**config.mk**
```make
export PLATFORM = sky130hd
export DESIGN_NAME = rvx_core_state_ctrl
export DESIGN_NICKNAME = d
export VERILOG_FILES = /design/src/rtl/rvx_core_state_ctrl.sv
export SDC_FILE = /design/constraint.sdc
export NUM_CORES = 1
export LEC_CHECK = 0
export ABC_AREA = 1
export CAP_MARGIN = 0
export CORE_ASPECT_RATIO = 0.8
export CORE_MARGIN = 3
export CORE_UTILIZATION = 45
export CTS_CLUSTER_SIZE = 16
export DETAILED_ROUTE_END_ITERATION = 10
export PLACE_DENSITY = 0.77
export SETUP_SLACK_MARGIN = 0.2
export SLEW_MARGIN = 15
export SYNTH_ARGS = -nofsm -noshare
export SYNTH_HDL_FRONTEND = slang
export SYNTH_SLANG_ARGS = --single-unit
```
**constraint.sdc**
```tcl
create_clock -name clock -period 1.6 [get_ports clock]
set_clock_uncertainty 0.15 [all_clocks]
set_input_delay 0.32 -clock clock [delete_from_list [all_inputs] [get_ports clock]]
set_output_delay 0.32 -clock clock [all_outputs]
set_load 0.03 [all_outputs]
```
**src/rtl/rvx_core_state_ctrl.sv**
```systemverilog
`default_nettype none
//============================================================================
// Module      : rvx_core_state_ctrl
// Description : Core-state FSM for the RVX core, stage 1. Sequences reset,
//               trap entry, trap return, WFI sleep and (optionally) debug
//               halt. Drives the flush/stall qualifiers consumed by
//               fetch/decode and the CSR unit.
//               Optional feature macro: RVX_CORE_STATE_DEBUG_EN enables the
//               debug HALTED state; without it halt_req/resume_req are
//               ignored and halted_s1 is tied low.
// Revision    : 1.0 - initial parametrised release
//============================================================================
module rvx_core_state_ctrl #(
    parameter int RESET_CYCLES = 1,
    parameter int FLUSH_CYCLES = 1,
    parameter int CNT_WIDTH    = 8
) (
    input  logic       clock,
    input  logic       reset_n,
    input  logic       clock_enable,
    input  logic       take_trap_s1,
    input  logic       mret_s1,
    input  logic       wfi_s1,
    input  logic       interrupt_pending,
    input  logic       halt_req,
    input  logic       resume_req,
    output logic [3:0] core_state_s1,
    output logic       flush_pipeline_s1,
    output logic       stall_pipeline_s1,
    output logic       halted_s1
);

    typedef enum logic [3:0] {
        RVX_STATE_RESET       = 4'd0,
        RVX_STATE_OPERATING   = 4'd1,
        RVX_STATE_TRAP_TAKEN  = 4'd2,
        RVX_STATE_TRAP_RETURN = 4'd3,
        RVX_STATE_WAIT_IRQ    = 4'd4,
        RVX_STATE_HALTED      = 4'd5
    } state_t;

    // Dwell counter reload values: a timed state lasting N cycles starts at N-1.
    localparam logic [CNT_WIDTH-1:0] RESET_LOAD = CNT_WIDTH'(RESET_CYCLES - 1);
    localparam logic [CNT_WIDTH-1:0] FLUSH_LOAD = CNT_WIDTH'(FLUSH_CYCLES - 1);

`ifdef RVX_CORE_STATE_DEBUG_EN
    localparam bit DEBUG_EN = 1'b1;
`else
    localparam bit DEBUG_EN = 1'b0;
`endif

    state_t                 state;
    state_t                 state_next;
    logic [CNT_WIDTH-1:0]   cnt;
    logic [CNT_WIDTH-1:0]   cnt_next;

    // State and dwell counter register; everything holds while clock_enable is low.
    always_ff @(posedge clock or negedge reset_n) begin
        if (!reset_n) begin
            state <= RVX_STATE_RESET;
            cnt   <= RESET_LOAD;
        end else if (clock_enable) begin
            state <= state_next;
            cnt   <= cnt_next;
        end
    end

    // Next-state and counter logic.
    always_comb begin
        state_next = state;
        cnt_next   = cnt;
        case (state)
            // Timed states ignore all requests and leave once the counter drains.
            RVX_STATE_RESET,
            RVX_STATE_TRAP_TAKEN,
            RVX_STATE_TRAP_RETURN: begin
                if (cnt == '0) begin
                    state_next = RVX_STATE_OPERATING;
                end else begin
                    cnt_next = cnt - CNT_WIDTH'(1);
                end
            end
            RVX_STATE_OPERATING: begin
                if (take_trap_s1) begin
                    state_next = RVX_STATE_TRAP_TAKEN;
                    cnt_next   = FLUSH_LOAD;
                end else if (mret_s1) begin
                    state_next = RVX_STATE_TRAP_RETURN;
                    cnt_next   = FLUSH_LOAD;
                end else if (DEBUG_EN && halt_req) begin
                    state_next = RVX_STATE_HALTED;
                end else if (wfi_s1) begin
                    state_next = RVX_STATE_WAIT_IRQ;
                end
            end
            // Wake on any pending interrupt, even with mstatus.MIE clear.
            RVX_STATE_WAIT_IRQ: begin
                if (take_trap_s1) begin
                    state_next = RVX_STATE_TRAP_TAKEN;
                    cnt_next   = FLUSH_LOAD;
                end else if (interrupt_pending) begin
                    state_next = RVX_STATE_OPERATING;
                end else if (DEBUG_EN && halt_req) begin
                    state_next = RVX_STATE_HALTED;
                end
            end
            // Without debug support HALTED is just another illegal encoding.
            RVX_STATE_HALTED: begin
                if (!DEBUG_EN) begin
                    state_next = RVX_STATE_RESET;
                    cnt_next   = RESET_LOAD;
                end else if (resume_req && !halt_req) begin
                    state_next = RVX_STATE_OPERATING;
                end
            end
            default: begin
                state_next = RVX_STATE_RESET;
                cnt_next   = RESET_LOAD;
            end
        endcase
    end

    assign core_state_s1     = state;
    assign flush_pipeline_s1 = (state == RVX_STATE_RESET) ||
                               (state == RVX_STATE_TRAP_TAKEN) ||
                               (state == RVX_STATE_TRAP_RETURN);
    assign stall_pipeline_s1 = (state == RVX_STATE_WAIT_IRQ) ||
                               (DEBUG_EN && (state == RVX_STATE_HALTED));
    assign halted_s1         = DEBUG_EN && (state == RVX_STATE_HALTED);

endmodule
`default_nettype wire

```
==> Word-level counts from Yosys, hierarchy flattened <==
Cells that the tools add are included.
{ "word_totals": {"register_bits": 12} }
{ "op_classes": {"addsub": 1, "n_eq_ne": 10, "mux": 12, "reduce_logical": 7} }
{ "ops": {"columns": ["cell", "n"], "rows": [
  ["$mux 8", 4],
  ["$mux 4", 6],
  ["$pmux 8 s3", 1],
  ["$pmux 4 s3", 1],
  ["$eq 4x2->1 const B", 2],
  ["$logic_not 8->1", 1],
  ["$reduce_and 4->1", 2],
  ["$sub 8x1->8 const B", 1],
  ["$ne 2x2->1 const B", 3],
  ["$ne 3x3->1 const B", 2],
  ["$eq 4x1->1 const B", 1],
  ["$eq 4x3->1 const B", 1],
  ["$logic_not 4->1", 1],
  ["$ne 4x4->1 const B", 1],
  ["$reduce_or 3->1", 1],
  ["$logic_or 1x1->1", 2]
]} }

==> Longest topological paths before layout <==
Gate-level depths: netlist of the first run.
{ "logic_depth": {"word_depth": 4, "ltp_mapped": 9} }

==> Worst setup path after synthesis of the first run <==
OpenSTA, ideal clock, no wires.
{ "synth_path": {"kind": "register to register", "from": "reg state[0], in the netlist core_state_s1[0]", "to": "reg cnt[1]", "setup_ns": 0.117, "arrival_time_ns": 1.382, "t_required_ns": 1.333, "path_slack_ns": -0.048, "path_stages_with_launch": 9, "n_path_buf": 1, "synth_period_minus_slack_ns": 1.648, "path_cell_list": "dfrtp_1 -> inv_2 -> o21ai_4 -> inv_4 -> nand2_4 -> nand3_4 -> buf_6 -> nand2_2 -> o21ai_2"} }
{ "synth_via": {"elab_chain_len": 4} }
{ "synth_lines": {"columns": ["item", "line_no", "source"], "rows": [
  ["from (decl)", "52", "state_t state;"],
  ["from (signal assigned)", "63", "state <= state_next;"],
  ["$eq 4x2->1 or $logic_not 4->1 (tied branches)", "72", "case (state)"],
  ["$reduce_or 3->1", "72", null],
  ["$ne 2x2->1 (no line)", null, null],
  ["$reduce_and 4->1 (no line)", null, null],
  ["to (signal assigned)", "64", "cnt <= cnt_next;"],
  ["to (decl)", "54", "logic [CNT_WIDTH-1:0] cnt;"]
]} }
Several ways; a longest one is shown, not always the timed one.
A chain may end at the register's enable or synchronous reset.

==> Final worst setup path of the first run <==
{ "layout_path": {"from": "reg state[1], in the netlist core_state_s1[1]", "to": "out flush_pipeline_s1"} }
{ "layout_via": {"elab_chain_len": 3} }
{ "layout_lines": {"columns": ["item", "line_no", "source"], "rows": [
  ["$eq 4x2->1 or $logic_not 4->1 (tied branches)", "125, 124", null],
  ["$logic_or 1x1->1", "124", "assign flush_pipeline_s1 = (state == RVX_STATE_RESET) ||"],
  ["$logic_or 1x1->1 (*)", "125", "(state == RVX_STATE_TRAP_TAKEN) ||"],
  ["to (decl)", "28", "output logic flush_pipeline_s1,"]
]} }
Every way passes the cells marked *; elsewhere a longest branch is shown, timed or not.

==> metrics.txt, run 1 <==
fill count=roughly 100; Hold Crit Class=primary input to async pin; Die Span Y=44.49 um; Place WS=-193.0 ps; Netlist cell types=24; Critical Path Sink Type=output port; vias=962; peak supply drop=0.001347 V; initial core utilization=0.4926; core area=0.001692 mm^2; # rows=13; setup TNS=-93.09 ps; TritonCTS clock tree=yes; Final Max Slew Viols=0; Worst setup SP type=register; violated checks=setup timing; PortBufs=11; drt first pass iters=4; Mapped Area=around 830 um^2; H-tree Lvls=1; endpoints failing setup=3; Final Hold Viols=0; Die Span X=approximately 54 um; unrepaired setup endpoints after global routing=true; Synth area leaders=dfrtp_1 33%, nand2_1 14%, nor2_1 7.7%; crit path time final=1650 ps; Nets=168; Cell Area, Placed=0.001022 mm^2; area of the multi-input gates=608.1 um^2; vias per inst=approximately 5.4; TritonCTS Sinks=11; wire per inst=15.54 um; largest net degree at the start of global routing=12; Lkg Pwr=0.6512 nW; number of inserted diodes=0; Max Cap Viol=0; wl on met1=1050 um; final worst setup slack=-49.53 ps; Yosys top cell by area=dfrtp_1; Power, Total=approximately 3.0 mW; CP Class=register to output port; Post-DRT Antenna Nets=0; CTS buffer count=3; synth warn=0; sum of buffers and inverters on the critical path=3; Yosys top cell area share=0.3303; status=complete, but fails checks; Top Metal Used=met4; CP Max Fanout=2; GRT Total Usage=0.2413; Clk pin slew, worst setup/hold paths=70 ps; worst-path cell chain=buf_4 > o21ai_4 > inv_4 > buf_6; Yosys reg bits=11; DRC viols=0; GPL Wtd Cong=0.8440; die area=0.002407 mm^2; share of cells above drive strength 1=0.5128; Max Buffers Root-to-Sink=2; Clock Latency Late Sink=270 ps; WHS=185.2 ps; Critical Path AT=~1200 ps; crit-path leading delay family=flip-flops; Fmax=606.2 MHz; routed length on met2=1373 um; grt ovf=0; Finished Layout Cells=178; first-pass GRT wire length=just over 4000 um; initial antenna violation count=0; sequential cell area=279.0 um^2; Layout Utilization=0.7766; area grow syn2layout=57.66%; Ports=16; slowest stage delay, CP=between 400 and 500 ps; fin area=0.001314 mm^2; DRT iter0 DRCs=56; Worst EP required=approximately 1100 ps; root buf cell=clkbuf_4; vias in the first global route=899; Syn Inst Count=between 100 and 150; syn avg cell area=7.062 um^2; Power Dens Cells=~2300 mW/mm^2; Period Utilization, post-route=1.031; dpl cells=between 150 and 200; overall routed net length=2766 um; crit path max-delay cell type=dfrtp_2; DP HPWL=approximately 1400 um; WL met3=roughly 260 um; post-synthesis sequential area ratio=0.3303
Yosys cell counts:
library cell and instances:
nand2_1 31, nor2_1 17, inv_1 15, dfrtp_1 11
nand3_1 9, nand2_2 5, nor2_2 5, o21ai_2 4
nand4_1 3, buf_4 2, ha_1 2, o21bai_1 2
buf_6 1, conb_1 1, inv_2 1, inv_4 1
nand2_4 1, nand3_4 1, nor3_1 1, o21ai_4 1
o22ai_1 1, or2_2 1, xnor2_1 1, xor2_1 1
cell type report:
cell class	instances	area share
Clock buffer	4	0.02000
Inverter	17	0.05048
Multi-Input combinational cell	89	0.4629
Sequential cell	11	0.2124
Tap cell	22	0.02095
Timing Repair Buffer	35	0.2333
placed cells by master (no fill, tap or decap), types with 4 or more instances in the layout:
| cell type | Yosys | final |
|---|---|---|
| clkbuf_4 | 0 | 4 |
| o21ai_2 | 4 | 4 |
| clkdlybuf4s50_1 | 0 | 4 |
| nand3_1 | 9 | 7 |
| buf_6 | 1 | 5 |
| buf_4 | 2 | 22 |
| inv_1 | 15 | 9 |
| nor2_4 | 0 | 8 |
| nand2_1 | 31 | 22 |
| dfrtp_1 | 11 | 8 |
| nor2_1 | 17 | 11 |
| inv_2 | 1 | 7 |
| nand2_2 | 5 | 13 |
path summary, 6_finish.rpt:
check	start	end	slack [ps]	cells after the start
min	reset_n	cnt[5]	190	2
max reg2reg	cnt[6]	cnt[4]	-10	9
max	core_state_s1[1]	flush_pipeline_s1	-50	4
min in group clock	cnt[7]	cnt[7]	410	2
max in group asynchronous	reset_n	core_state_s1[1]	950	2
min reg2reg	cnt[7]	cnt[7]	410	2
registers in the layout, indices dropped and copies added, names as in the netlist:
register,cells
cnt,8
core_state_s1,3
per-layer routing:
metal	vias to the layer above	track usage
li1	446	-
met1	438	0.2813
met2	64	0.3961
met3	14	0.08754
met4	0	0.1045
met5	-	0
repair_timing:
item,in CTS,in global routing
gates cloned,1,0
endpoints found under the setup margin,16,16
pin swaps,14,10
hold buffers,0,0
endpoints found under the hold margin,0,0
buffers inserted,10,4
resized for setup,33,28
cell families after synthesis:
kind of cell,Yosys count,synth area share
xor gates and xnor gates,2,0.02102
adders and majority gates,2,0.03003
and+or+nand+nor,74,0.4159
AOI/OAI and AO/OA,8,0.08709
buffers and inverters,20,0.1111
other,1,0.004500
DFF,11,0.3303
power breakdown:
group / switching [mW] / leakage, nW / internal (mW)
Sequential: 0.120 / 0.139 / 0.398
Combinational: 1.30 / 0.498 / 0.984
Clock: 0.0962 / 0.0150 / 0.0967
Total: 1.51 / 0.651 / 1.48
(Power assumes the default switching activity.)
==> run 2, diff against run 1 <==
--- a/config.mk
+++ b/config.mk
@@ -6,14 +6,13 @@
 export NUM_CORES = 1
 export LEC_CHECK = 0
 export ABC_AREA = 1
-export CAP_MARGIN = 0
+export CAP_MARGIN = 5
 export CORE_ASPECT_RATIO = 0.8
 export CORE_MARGIN = 3
 export CORE_UTILIZATION = 45
 export CTS_CLUSTER_SIZE = 16
 export DETAILED_ROUTE_END_ITERATION = 10
 export PLACE_DENSITY = 0.77
-export SETUP_SLACK_MARGIN = 0.2
 export SLEW_MARGIN = 15
 export SYNTH_ARGS = -nofsm -noshare
 export SYNTH_HDL_FRONTEND = slang
==> run 2 against run 1 <==
  * The flow now finishes without violations
  * Global-route usage decreased by 5.7 points
  * Count of clock-buffer cells in the layout decreased by 1
  * Cell count decreased by 3.9%
  * Worst hold slack got worse by 10 ps
  * Largest cell class unchanged
==> metrics.txt, run 2 (synthesis results as in run 1) <==
status=completed; wire per inst=13.32 um; Max Buffers Root-to-Sink=2; largest net degree at the start of global routing=13; die area=0.002407 mm^2; Critical Path Sink Type=output port; unrepaired setup endpoints after global routing=true; Final Max Slew Viols=0; sum of buffers and inverters on the critical path=3; CTS buffer count=3; fin area=0.001174 mm^2; Fmax=627.9 MHz; number of inserted diodes=0; peak supply drop=about 0.0013 V; Final Hold Viols=0; worst-path cell chain=inv_2 > o21ai_4 > inv_4 > buf_6; Clock Latency Late Sink=280 ps; Lkg Pwr=a little over 0.6 nW; Post-DRT Antenna Nets=0; Hold Crit Class=primary input to async pin; vias in the first global route=a little under 800; fill count=126; crit path max-delay cell type=dfrtp_2; DRC viols=0; Cell Area, Placed=0.001011 mm^2; endpoints failing setup=0; overall routed net length=2277 um; drt first pass iters=4; vias=between 800 and 900; Die Span X=approximately 54 um; first-pass GRT wire length=3180 um; Worst setup SP type=register; CP Max Fanout=5; most frequent cells in the layout=26 x nand2_1, 18 x buf_4, 14 x nor2_1; Largest register FFs=8; initial antenna violation count=0; core area=between 0.0015 and 0.002 mm^2; DP HPWL=1502 um; GPL Wtd Cong=0.8084; area grow syn2layout=40.84%; GRT Total Usage=0.1843; Layout Utilization=0.6938; share of cells above drive strength 1=0.4228; Nets=161; CP Class=register to output port; grt ovf=0; Power Dens Cells=2193 mW/mm^2; initial core utilization=0.4926; crit path time final=1593 ps; TritonCTS clock tree=yes; Die Span Y=between 40 and 50 um; vias per inst=between 5 and 6; TritonCTS Sinks=11; slowest stage delay, CP=430 ps; most flop-heavy register=cnt; DRT iter0 DRCs=9; Critical Path AT=1120 ps; Ports=16; PortBufs=11; Max Cap Viol=0; root buf cell=clkbuf_4; Clk pin slew, worst setup/hold paths=~80 ps; Worst R2R Setup Slack=30 ps; Worst EP required=1130 ps; H-tree Lvls=1; # rows=13; setup TNS=0 ps; most common cell after layout, fill and taps aside=nand2_1; Period Utilization, post-route=0.9954; crit-path leading delay family=flip-flops
run 2: cell types whose count changed in the layout (fill, tap and decap cells not counted), sizes merged:
cell / change
buf: -8
clkdlybuf4s50: +2
clkbuf: -1
clkinv: +1
dlygate4sd2: -1
run 2: path summary, 6_finish.rpt:
check	startpoint	end	cells after the start
hold reg to reg	cnt[0]	cnt[0]	2
max in group asynchronous	reset_n	core_state_s1[1]	2
setup / recovery	core_state_s1[0]	flush_pipeline_s1	4
hold / removal	reset_n	cnt[4]	2
setup reg to reg	core_state_s1[2]	cnt[1]	6
min in group clock	cnt[0]	cnt[0]	2
run 2: layout make-up:
cell class | count | area [um^2] | share of cell area
multi-input combinational | 89 | 541.8 | 0.4616
clock inverter | 1 | 5.005 | 0.004264
inverter | 17 | 66.31 | 0.05650
timing repair buffer | 28 | 231.5 | 0.1972
sequential | 11 | 279.0 | 0.2377
tap | 22 | 27.53 | 0.02345
clock buffer | 3 | 22.52 | 0.01919
run 2: through the flow:
step                setup WS (ps)  hold WS, ps  total power, mW  instances
finish                      7.328        175.2            2.574        171
global route               -49.01        183.7            2.766        171
CTS                         7.840        188.3            2.300        167
detailed placement         -180.1        326.4            1.967        158
global placement           -147.1        322.0            1.910        158
floorplan                   3.069       -125.6            1.552        119
run 2: routing by layer:
layer	wire length (um)	track usage
met5	0	0
met4	34	0.05473
met3	123	0.06061
met2	1116	0.3043
met1	1002	0.2273
run 2: repair_timing:
item,in CTS,in global routing
setup buffers,5,3
endpoints found under the setup margin,4,14
gates cloned,0,1
hold buffers,0,0
pin swaps,1,8
gates resized for setup,6,21
run 2: where the power goes:
part,internal (mW),switching (mW)
clock,0.0929,0.108
combinational,0.779,1.07
sequential,0.398,0.129
total,1.27,1.30
==> run 3, diff against run 2 <==
--- a/config.mk
+++ b/config.mk
@@ -12,6 +12,7 @@
 export CORE_UTILIZATION = 45
 export CTS_CLUSTER_SIZE = 16
 export DETAILED_ROUTE_END_ITERATION = 10
+export GPL_TIMING_DRIVEN = 0
 export PLACE_DENSITY = 0.77
 export SLEW_MARGIN = 15
 export SYNTH_ARGS = -nofsm -noshare
==> run 3 against run 2 <==
  * The run now ends with setup timing left
  * Combinational power shrank 4%
  * Count of clock-buffer cells in the layout did not move
  * Global-route usage fell by 1.8 points
  * Core utilization is 0.074 points higher
  * Highest routed layer unchanged
==> metrics.txt, run 3 (synthesis results as in run 1) <==
DRT iter0 DRCs=24; setup TNS=-0.7629 ps; overall routed net length=1989 um; CTS buffer count=3; r2r worst-path depth=9; Power Dens Cells=2145 mW/mm^2; worst r2r dst=cnt[3]; Critical Path Sink Type=output port; Die Span X=54.11 um; # hold bufs at CTS=0; Worst setup SP type=register; slowest stage delay, CP=430 ps; Fmax=~620 MHz; CP Class=register to output port; endpoints failing setup=1; Post-DRT Antenna Nets=0; crit-path leading delay family=flip-flops; share of cells above drive strength 1=0.4000; largest net degree at the start of global routing=12; Crit. Startpoint=core_state_s1[0]; Ports=16; root buf cell=clkbuf_4; GRT Total Usage=0.1666; drt first pass iters=5; unrepaired setup endpoints after global routing=true; initial core utilization=0.4926; CP Max Fanout=5; peak supply drop=0.001186 V; Clk pin slew, worst setup/hold paths=about 80 ps; # rows=13; Max Cap Viol=0; sum of buffers and inverters on the critical path=3; wire per inst=11.91 um; vias=around 800; Final Hold Viols=0; Worst Max-Slew Pin Slew=~530 ps; Critical Path AT=1130 ps; PortBufs=11; vias per inst=4.892; area grow syn2layout=40.99%; Critical Path Stages=4; number of inserted diodes=0; Finished Layout Cells=167; dpl cells=around 150; Lkg Pwr=0.6069 nW; Period Utilization, post-route=1.000; Clock Latency Late Sink=roughly 270 ps; worst-path cell chain=inv_2 > o21ai_4 > inv_4 > buf_6; Slew HR=0.6486; DP HPWL=1310 um; most flop-heavy register=cnt; vias in the first global route=655; Largest register FFs=8; violated checks=setup timing; Hold Crit Class=primary input to async pin; TritonCTS clock tree=yes; initial antenna violation count=0; status=complete, but fails checks; die area=0.002407 mm^2; CP Capture Point=flush_pipeline_s1; most common cell after layout, fill and taps aside=nand2_1; Worst EP required=~1100 ps; TritonCTS Sinks=11; first-pass GRT wire length=2863 um; final worst setup slack=-0.7629 ps; DRC viols=0; worst reg2reg path startpoint=core_state_s1[0]; GPL Wtd Cong=0.8072; crit path max-delay cell type=dfrtp_2; most frequent cells in the layout=28 x nand2_1, 14 x nor2_1, 11 x buf_4; Die Span Y=44.49 um; grt ovf=0; Worst R2R Setup Slack=around 20 ps; H-tree Lvls=1; Final Max Slew Viols=0; Place WS=-350.4 ps; Nets=~160; crit path time final=1601 ps; Max Buffers Root-to-Sink=2; core area=0.001692 mm^2
==> run 3: routing by layer <==
metal	vias to the layer above	global-route usage	share of wire
li1	416	-	-
met1	369	0.2391	0.48
met2	27	0.2343	0.46
met3	5	0.06061	0.053
met4	0	0.04478	0.0096
met5	-	0	0
==> run 3: layout make-up <==
type | instances | area (um^2)
buffer | 3 | 35.03
clock buffer | 3 | 22.52
clock inverter | 1 | 5.005
fill | 135 | 516.7
inverter | 17 | 66.31
multi-input combinational | 88 | 526.8
sequential | 11 | 281.5
tap | 22 | 27.53
timing repair buffer | 22 | 210.2
==> run 3: worst register-to-register path, stage by stage (launching register included) <==
cell,delay (ps)
dfrtp_2,430
inv_2,70
o21ai_4,170
inv_4,50
buf_4,140
nand2_4,70
nand3_4,110
clkbuf_16,190
nand2_2,50
nand2_1,40
==> run 3: report_power, final <==
group          internal (mW)  switching [mW]
logic                  0.773            1.00
registers              0.401           0.151
clock network         0.0927           0.101
==> run 3: how the worst min path moves through the flow <==
stage / end / cells after the start
2_1_floorplan: cnt[0] / 0
3_3_place_gp: cnt[0] / 2
3_5_place_dp: cnt[0] / 2
4_1_cts: cnt[7] / 1
5_1_grt: cnt[7] / 1
6_report: cnt[7] / 1
==> run 3: timing repair <==
action | in CTS | in global routing
buffers inserted | 2 | 8
endpoints found under the setup margin | 9 | 16
pin swaps | 1 | 9
gates cloned | 0 | 1
gates resized for setup | 23 | 22
==> run 3: metrics by stage <==
stage	power [mW]	area, um^2	hold WS [ps]	utilization
after floorplan	1.552	839.6	-125.6	-
after global placement	1.844	977.2	322.6	0.5777
after detailed placement	1.878	977.2	324.4	0.5777
after CTS	2.143	1031	244.2	0.6095
after global routing	2.718	1175	250.5	0.6945
final	2.520	1175	235.3	0.6945
